### src/rtl/ppgen_pkg.sv
// Shared types and helpers for the sequential 16x16 partial-product generator.
// Build option: PPGEN_ZERO_SKIP_EN enables skipping of zero partial products.
package ppgen_pkg;

  localparam int DW = 16;
  localparam int HW = DW / 2;

  typedef enum logic [2:0] {
    IDLE = 3'd0,
    P_LL = 3'd1,
    P_LH = 3'd2,
    P_HL = 3'd3,
    P_HH = 3'd4,
    DONE = 3'd5
  } state_t;

  // Bit 1 picks the high byte of a, bit 0 picks the high byte of b.
  typedef enum logic [1:0] {
    SEL_LL = 2'b00,
    SEL_LH = 2'b01,
    SEL_HL = 2'b10,
    SEL_HH = 2'b11
  } sel_t;

  function automatic sel_t state_sel(input state_t s);
    case (s)
      P_LL:    return SEL_LL;
      P_LH:    return SEL_LH;
      P_HL:    return SEL_HL;
      P_HH:    return SEL_HH;
      default: return SEL_LL;
    endcase
  endfunction

  // One bit per product (LL, LH, HL, HH from bit 0): set when both bytes are nonzero.
  function automatic logic [3:0] nonzero_mask(input logic [DW-1:0] x, input logic [DW-1:0] y);
    logic xl, xh, yl, yh;
    xl = (x[HW-1:0]  != {HW{1'b0}});
    xh = (x[DW-1:HW] != {HW{1'b0}});
    yl = (y[HW-1:0]  != {HW{1'b0}});
    yh = (y[DW-1:HW] != {HW{1'b0}});
    return {xh & yh, xh & yl, xl & yh, xl & yl};
  endfunction

  // First enabled product phase at or after position start (0..4), else DONE.
  function automatic state_t next_phase(input logic [3:0] mask, input logic [2:0] start);
    logic [3:0] rem;
    rem = mask & ~((4'b0001 << start) - 4'b0001);
    if (rem[0])      return P_LL;
    else if (rem[1]) return P_LH;
    else if (rem[2]) return P_HL;
    else if (rem[3]) return P_HH;
    else             return DONE;
  endfunction

endpackage

### src/rtl/ppgen_seq_16_mul8.sv
// Combinational 8x8 unsigned multiplier, exact or truncated-array approximate.
module mul8_unit
  import ppgen_pkg::*;
#(
  parameter bit MUL_EXACT = 1'b1
) (
  input  logic [HW-1:0]   x,
  input  logic [HW-1:0]   y,
  output logic [2*HW-1:0] p
);

  if (MUL_EXACT) begin : g_exact
    assign p = {{HW{1'b0}}, x} * {{HW{1'b0}}, y};
  end else begin : g_approx
    // Columns below bit 4 are dropped; the constant bias recentres the error.
    always_comb begin
      logic [2*HW-1:0] acc;
      acc = 16'h0008;
      for (int i = 0; i < HW; i++) begin
        if (y[i]) begin
          acc = acc + (({{HW{1'b0}}, x} << i) & 16'hFFF0);
        end else begin
          acc = acc;
        end
      end
      p = acc;
    end
  end

endmodule

### src/rtl/ppgen_seq_16.sv
// Sequential partial-product generator: one 8x8 multiplier reused over four phases.
// Build option: PPGEN_ZERO_SKIP_EN skips phases whose product is known to be zero.
module ppgen_seq_16 #(
  parameter int DW        = 16,
  parameter bit MUL_EXACT = 1'b1
) (
  input  logic          clk,
  input  logic          rst,
  input  logic          in_valid,
  output logic          in_ready,
  input  logic [DW-1:0] a,
  input  logic [DW-1:0] b,
  output logic          out_valid,
  input  logic          out_ready,
  output logic [DW-1:0] ll,
  output logic [DW-1:0] lh,
  output logic [DW-1:0] hl,
  output logic [DW-1:0] hh,
  output logic          busy
);

  import ppgen_pkg::*;

  state_t        state;
  state_t        next_state;
  logic [DW-1:0] a_r;
  logic [DW-1:0] b_r;
  logic          accept;
  logic [3:0]    acc_mask;
  logic [3:0]    run_mask;
  logic [1:0]    sel;
  logic [HW-1:0] mul_a;
  logic [HW-1:0] mul_b;
  logic [DW-1:0] prod;

  assign in_ready = (state == IDLE) | ((state == DONE) & out_ready);
  assign accept   = in_valid & in_ready;

`ifdef PPGEN_ZERO_SKIP_EN
  logic [3:0] mask_r;

  assign acc_mask = nonzero_mask(a, b);
  assign run_mask = mask_r;

  // Remember which phases the accepted operation still has to visit.
  always_ff @(posedge clk) begin
    if (rst) begin
      mask_r <= 4'b0000;
    end else if (accept) begin
      mask_r <= acc_mask;
    end else begin
      mask_r <= mask_r;
    end
  end
`else
  assign acc_mask = 4'b1111;
  assign run_mask = 4'b1111;
`endif

  // State register.
  always_ff @(posedge clk) begin
    if (rst) begin
      state <= IDLE;
    end else begin
      state <= next_state;
    end
  end

  // Next-state logic; DONE is left only on the output handshake.
  always_comb begin
    next_state = state;
    case (state)
      IDLE: begin
        if (accept) begin
          next_state = next_phase(acc_mask, 3'd0);
        end else begin
          next_state = IDLE;
        end
      end
      P_LL: next_state = next_phase(run_mask, 3'd1);
      P_LH: next_state = next_phase(run_mask, 3'd2);
      P_HL: next_state = next_phase(run_mask, 3'd3);
      P_HH: next_state = next_phase(run_mask, 3'd4);
      DONE: begin
        if (out_ready) begin
          if (accept) begin
            next_state = next_phase(acc_mask, 3'd0);
          end else begin
            next_state = IDLE;
          end
        end else begin
          next_state = DONE;
        end
      end
      default: next_state = IDLE;
    endcase
  end

  // Byte multiplexer feeding the shared multiplier.
  always_comb begin
    sel   = state_sel(state);
    mul_a = sel[1] ? a_r[DW-1:HW] : a_r[HW-1:0];
    mul_b = sel[0] ? b_r[DW-1:HW] : b_r[HW-1:0];
  end

  mul8_unit #(
    .MUL_EXACT (MUL_EXACT)
  ) u_mul (
    .x (mul_a),
    .y (mul_b),
    .p (prod)
  );

  // Operand capture and per-phase product registers.
  always_ff @(posedge clk) begin
    if (rst) begin
      a_r <= {DW{1'b0}};
      b_r <= {DW{1'b0}};
      ll  <= {DW{1'b0}};
      lh  <= {DW{1'b0}};
      hl  <= {DW{1'b0}};
      hh  <= {DW{1'b0}};
    end else begin
      if (accept) begin
        a_r <= a;
        b_r <= b;
`ifdef PPGEN_ZERO_SKIP_EN
        if (!acc_mask[0]) ll <= {DW{1'b0}};
        if (!acc_mask[1]) lh <= {DW{1'b0}};
        if (!acc_mask[2]) hl <= {DW{1'b0}};
        if (!acc_mask[3]) hh <= {DW{1'b0}};
`endif
      end
      case (state)
        P_LL:    ll <= prod;
        P_LH:    lh <= prod;
        P_HL:    hl <= prod;
        P_HH:    hh <= prod;
        default: ;
      endcase
    end
  end

  // Status flags registered from the next state so they align with it.
  always_ff @(posedge clk) begin
    if (rst) begin
      out_valid <= 1'b0;
      busy      <= 1'b0;
    end else begin
      out_valid <= (next_state == DONE);
      busy      <= (next_state != IDLE);
    end
  end

endmodule
### config.mk
export PLATFORM = sky130hd
export DESIGN_NAME = ppgen_seq_16
export DESIGN_NICKNAME = d
export VERILOG_FILES = /design/src/rtl/ppgen_pkg.sv /design/src/rtl/ppgen_seq_16_mul8.sv /design/src/rtl/ppgen_seq_16.sv
export SDC_FILE = /design/constraint.sdc
export NUM_CORES = 1
export LEC_CHECK = 0
export BUFFER_PORTS_ARGS = -buffer_cell sky130_fd_sc_hd__buf_2
export CORE_ASPECT_RATIO = 0.8
export CORE_MARGIN = 2
export CORE_UTILIZATION = 55
export CTS_CLUSTER_SIZE = 28
export DETAILED_ROUTE_END_ITERATION = 6
export PLACE_DENSITY_LB_ADDON = 0.1
export REMOVE_ABC_BUFFERS = 1
export SLEW_MARGIN = 20
export SYNTH_ARGS = -nofsm -noshare
export SYNTH_HDL_FRONTEND = slang
export SYNTH_SLANG_ARGS = --single-unit
export TNS_END_PERCENT = 30
### constraint.sdc
create_clock -name clk -period 6.8 [get_ports clk]
set_clock_uncertainty 0.15 [all_clocks]
set_input_delay 1.02 -clock clk [delete_from_list [all_inputs] [get_ports clk]]
set_output_delay 1.02 -clock clk [all_outputs]
set_load 0.005 [all_outputs]
==> impl_metrics.json <==
{
  "syn2layout_area_growth_pct": 14.9,
  "leakagePower_nw": 3.09,
  "final.min_clock_period_ns": 6.29,
  "ant_nets": 0,
  "setup_tns_ns": 0,
  "die_h_um": 98.3,
  "crit_top_cell": "fa_1",
  "hold_class": "reg -> reg",
  "clock-sinks": 101,
  "root_buffer": "clkbuf_16",
  "num_vias": 5481,
  "cts_resized": 0,
  "holdBufCountCts": 0,
  "cp_max_fo": 15,
  "firstDrtPassIters": 5,
  "antenna_cells": 0,
  "drt_iter0_drc": 349,
  "rows": 34,
  "synth_cell_type_count": 51,
  "cts_made_buffers": 9,
  "coreArea_um2": 10800,
  "async_reset_ff_frac": 0,
  "grt_pass1_wl_um": 25600,
  "postLayoutCellArea_um2": 7020,
  "cts_setup_buffers": 0,
  "start_util": 0.563,
  "synth.yosys.seq_area_share": 0.331,
  "timing.final.crit_share": 0.925,
  "critPathTopFamily": "adder cells",
  "status": "finished, final reports clean",
  "cts_buffer_depth": 2,
  "endpoint_kind": "register",
  "drive_gt1_frac": 0.181,
  "track_usage": 0.269,
  "cp.arrival_ns": 6.37,
  "cp_slowest_stage_delay_ns": 0.60,
  "portBuffers": 102,
  "post_drt_wl_per_cell_um": 15.9,
  "nNetsFinal": 937,
  "netlist_area_um2": 6110,
  "hold_viol": 0,
  "setup_viol_count_final": 0,
  "critical_path_class": "reg -> reg",
  "grt_pass1_vias": 5303,
  "wl_um": 15500,
  "max_slew_margin": 0.259,
  "cp-start-kind": "register",
  "final_cell_mix": "nand2_1, dfxtp_1, buf_2",
  "place_area_um2": 6720,
  "layout_commonest_cell": "nand2_1",
  "grt_max_degree": 118,
  "synth_ff_type": "dfxtp_1",
  "worstMarginPinSlew_ns": 1.11,
  "grt-ovfl-total": 0,
  "clkTransAtPathRegs_ns": 0.08,
  "p_per_area_nw_per_um2": 204,
  "place.gp.congestion": 0.941,
  "rsz0062_at_grt": "false",
  "drv_cap": 0,
  "syn_inst": 746,
  "drc": 0,
  "num-fill-cells": 960,
  "ys_seq_elements": 101,
  "crit_chain": "or3b_1 -> nand2_8 -> mux2i_1 -> nor2_1 -> fa_1 -> fa_1 -> fa_1 -> inv_1 -> fa_1 -> inv_1 -> ha_1 -> a21oi_4 -> nor2_1 -> o41a_1 -> or2_1 -> o311ai_0",
  "grt_antenna_before_repair": 0,
  "peakVddDrop_mv": 0.150,
  "cts_tree": "yes",
  "required_ns": 6.88,
  "timing.fmax_mhz": 159,
  "critPathBufInv": 2,
  "synth.avg_cell_area_um2": 8.19,
  "clk_latency_ns": 0.35,
  "cp_slowest_cell": "dfxtp_1",
  "htreeDepth": 3,
  "num_io_pins": 103,
  "yosysWarnings": 0,
  "dieWidth_um": 122,
  "die_area_um2": 12000,
  "dpl.hpwl_um": 10900,
  "final_max_slew_viol_count": 0,
  "synth_edf_count": 0,
  "routed_via_density": 5.60
}
flip-flops by register name (all words and copies together), names as in the netlist:
name       cells
a_r           16
b_r           16
hh            16
hl            16
lh            16
ll            16
state          3
busy           1
out_valid      1
worst min-delay path: stages, from the launching register on:
cell and delay (ns):
dfxtp_1 0.31, nand2_1 0.05, a21oi_1 0.05
layout make-up:
cell class / instances / area [um2] / area share
Timing Repair Buffer: 114 / 603 / 0.0859
Inverter: 57 / 214 / 0.0305
Multi-Input combinational cell: 546 / 3700 / 0.528
Tap cell: 144 / 180 / 0.0257
Clock buffer: 9 / 225 / 0.0321
Sequential cell: 101 / 2020 / 0.288
Clock inverter: 7 / 70.1 / 0.00998
per-stage QoR:
stage	instances	hold WS [ns]	util	total power, mW	worst slack [ns]
3_5_place_dp	962	0.293	0.620	0.934	0.627
6_report	978	0.303	0.647	1.43	0.508
5_1_grt	978	0.314	0.647	1.50	0.130
3_3_place_gp	962	0.289	0.620	0.922	0.778
4_1_cts	978	0.304	0.647	1.44	0.537
2_1_floorplan	704	0.280	-	0.825	0.727
power breakdown:
group / switching (mW) / internal (mW)
clock network: 0.253 / 0.258
logic: 0.185 / 0.0958
registers: 0.0224 / 0.620
cell families (layout without fill, tap and decap cells):
group | count (synthesis) | after routing | share of synthesized area
DFF | 101 | 101 | 0.331
AOI/OAI and AO/OA | 147 | 147 | 0.147
xor gates and xnor gates | 5 | 5 | 0.00717
buffers and inverters | 99 | 187 | 0.0643
adders and majority gates | 72 | 72 | 0.192
and+or+nand+nor | 306 | 306 | 0.232
muxes | 16 | 16 | 0.0268
worst paths after layout:
check                 startpoint             endpoint  slack [ns]  cells after the start
max          state[2]$_SDFF_PP0_  ll[14]$_SDFFE_PP0P_        0.51                     16
min           hl[1]$_SDFFE_PP0N_   hl[1]$_SDFFE_PP0N_        0.30                      2
max reg2reg  state[2]$_SDFF_PP0_  ll[14]$_SDFFE_PP0P_        0.51                     16
min reg2reg   hl[1]$_SDFFE_PP0N_   hl[1]$_SDFFE_PP0N_        0.30                      2
cells in the mapped netlist (all sizes together), types with 14 or more instances:
cell type | number | area, um2
a21oi | 85 | 437
clkbuf | 33 | 124
dfxtp | 101 | 2020
fa | 36 | 721
ha | 36 | 450
inv | 57 | 214
mux2i | 16 | 164
nand2 | 134 | 519
nand3 | 15 | 75.1
nand3b | 18 | 135
nor2 | 80 | 308
nor3 | 14 | 70.1
o21ai | 15 | 75.1
per-layer routing:
metal  vias up  track usage  wire [um]
met5         -            0          0
met2       174        0.442       7420
met4         0       0.0752        229
met1      2624        0.364       7000
met3        20       0.0508        866
li1       2663            -          -
(Power assumes the default switching activity.)
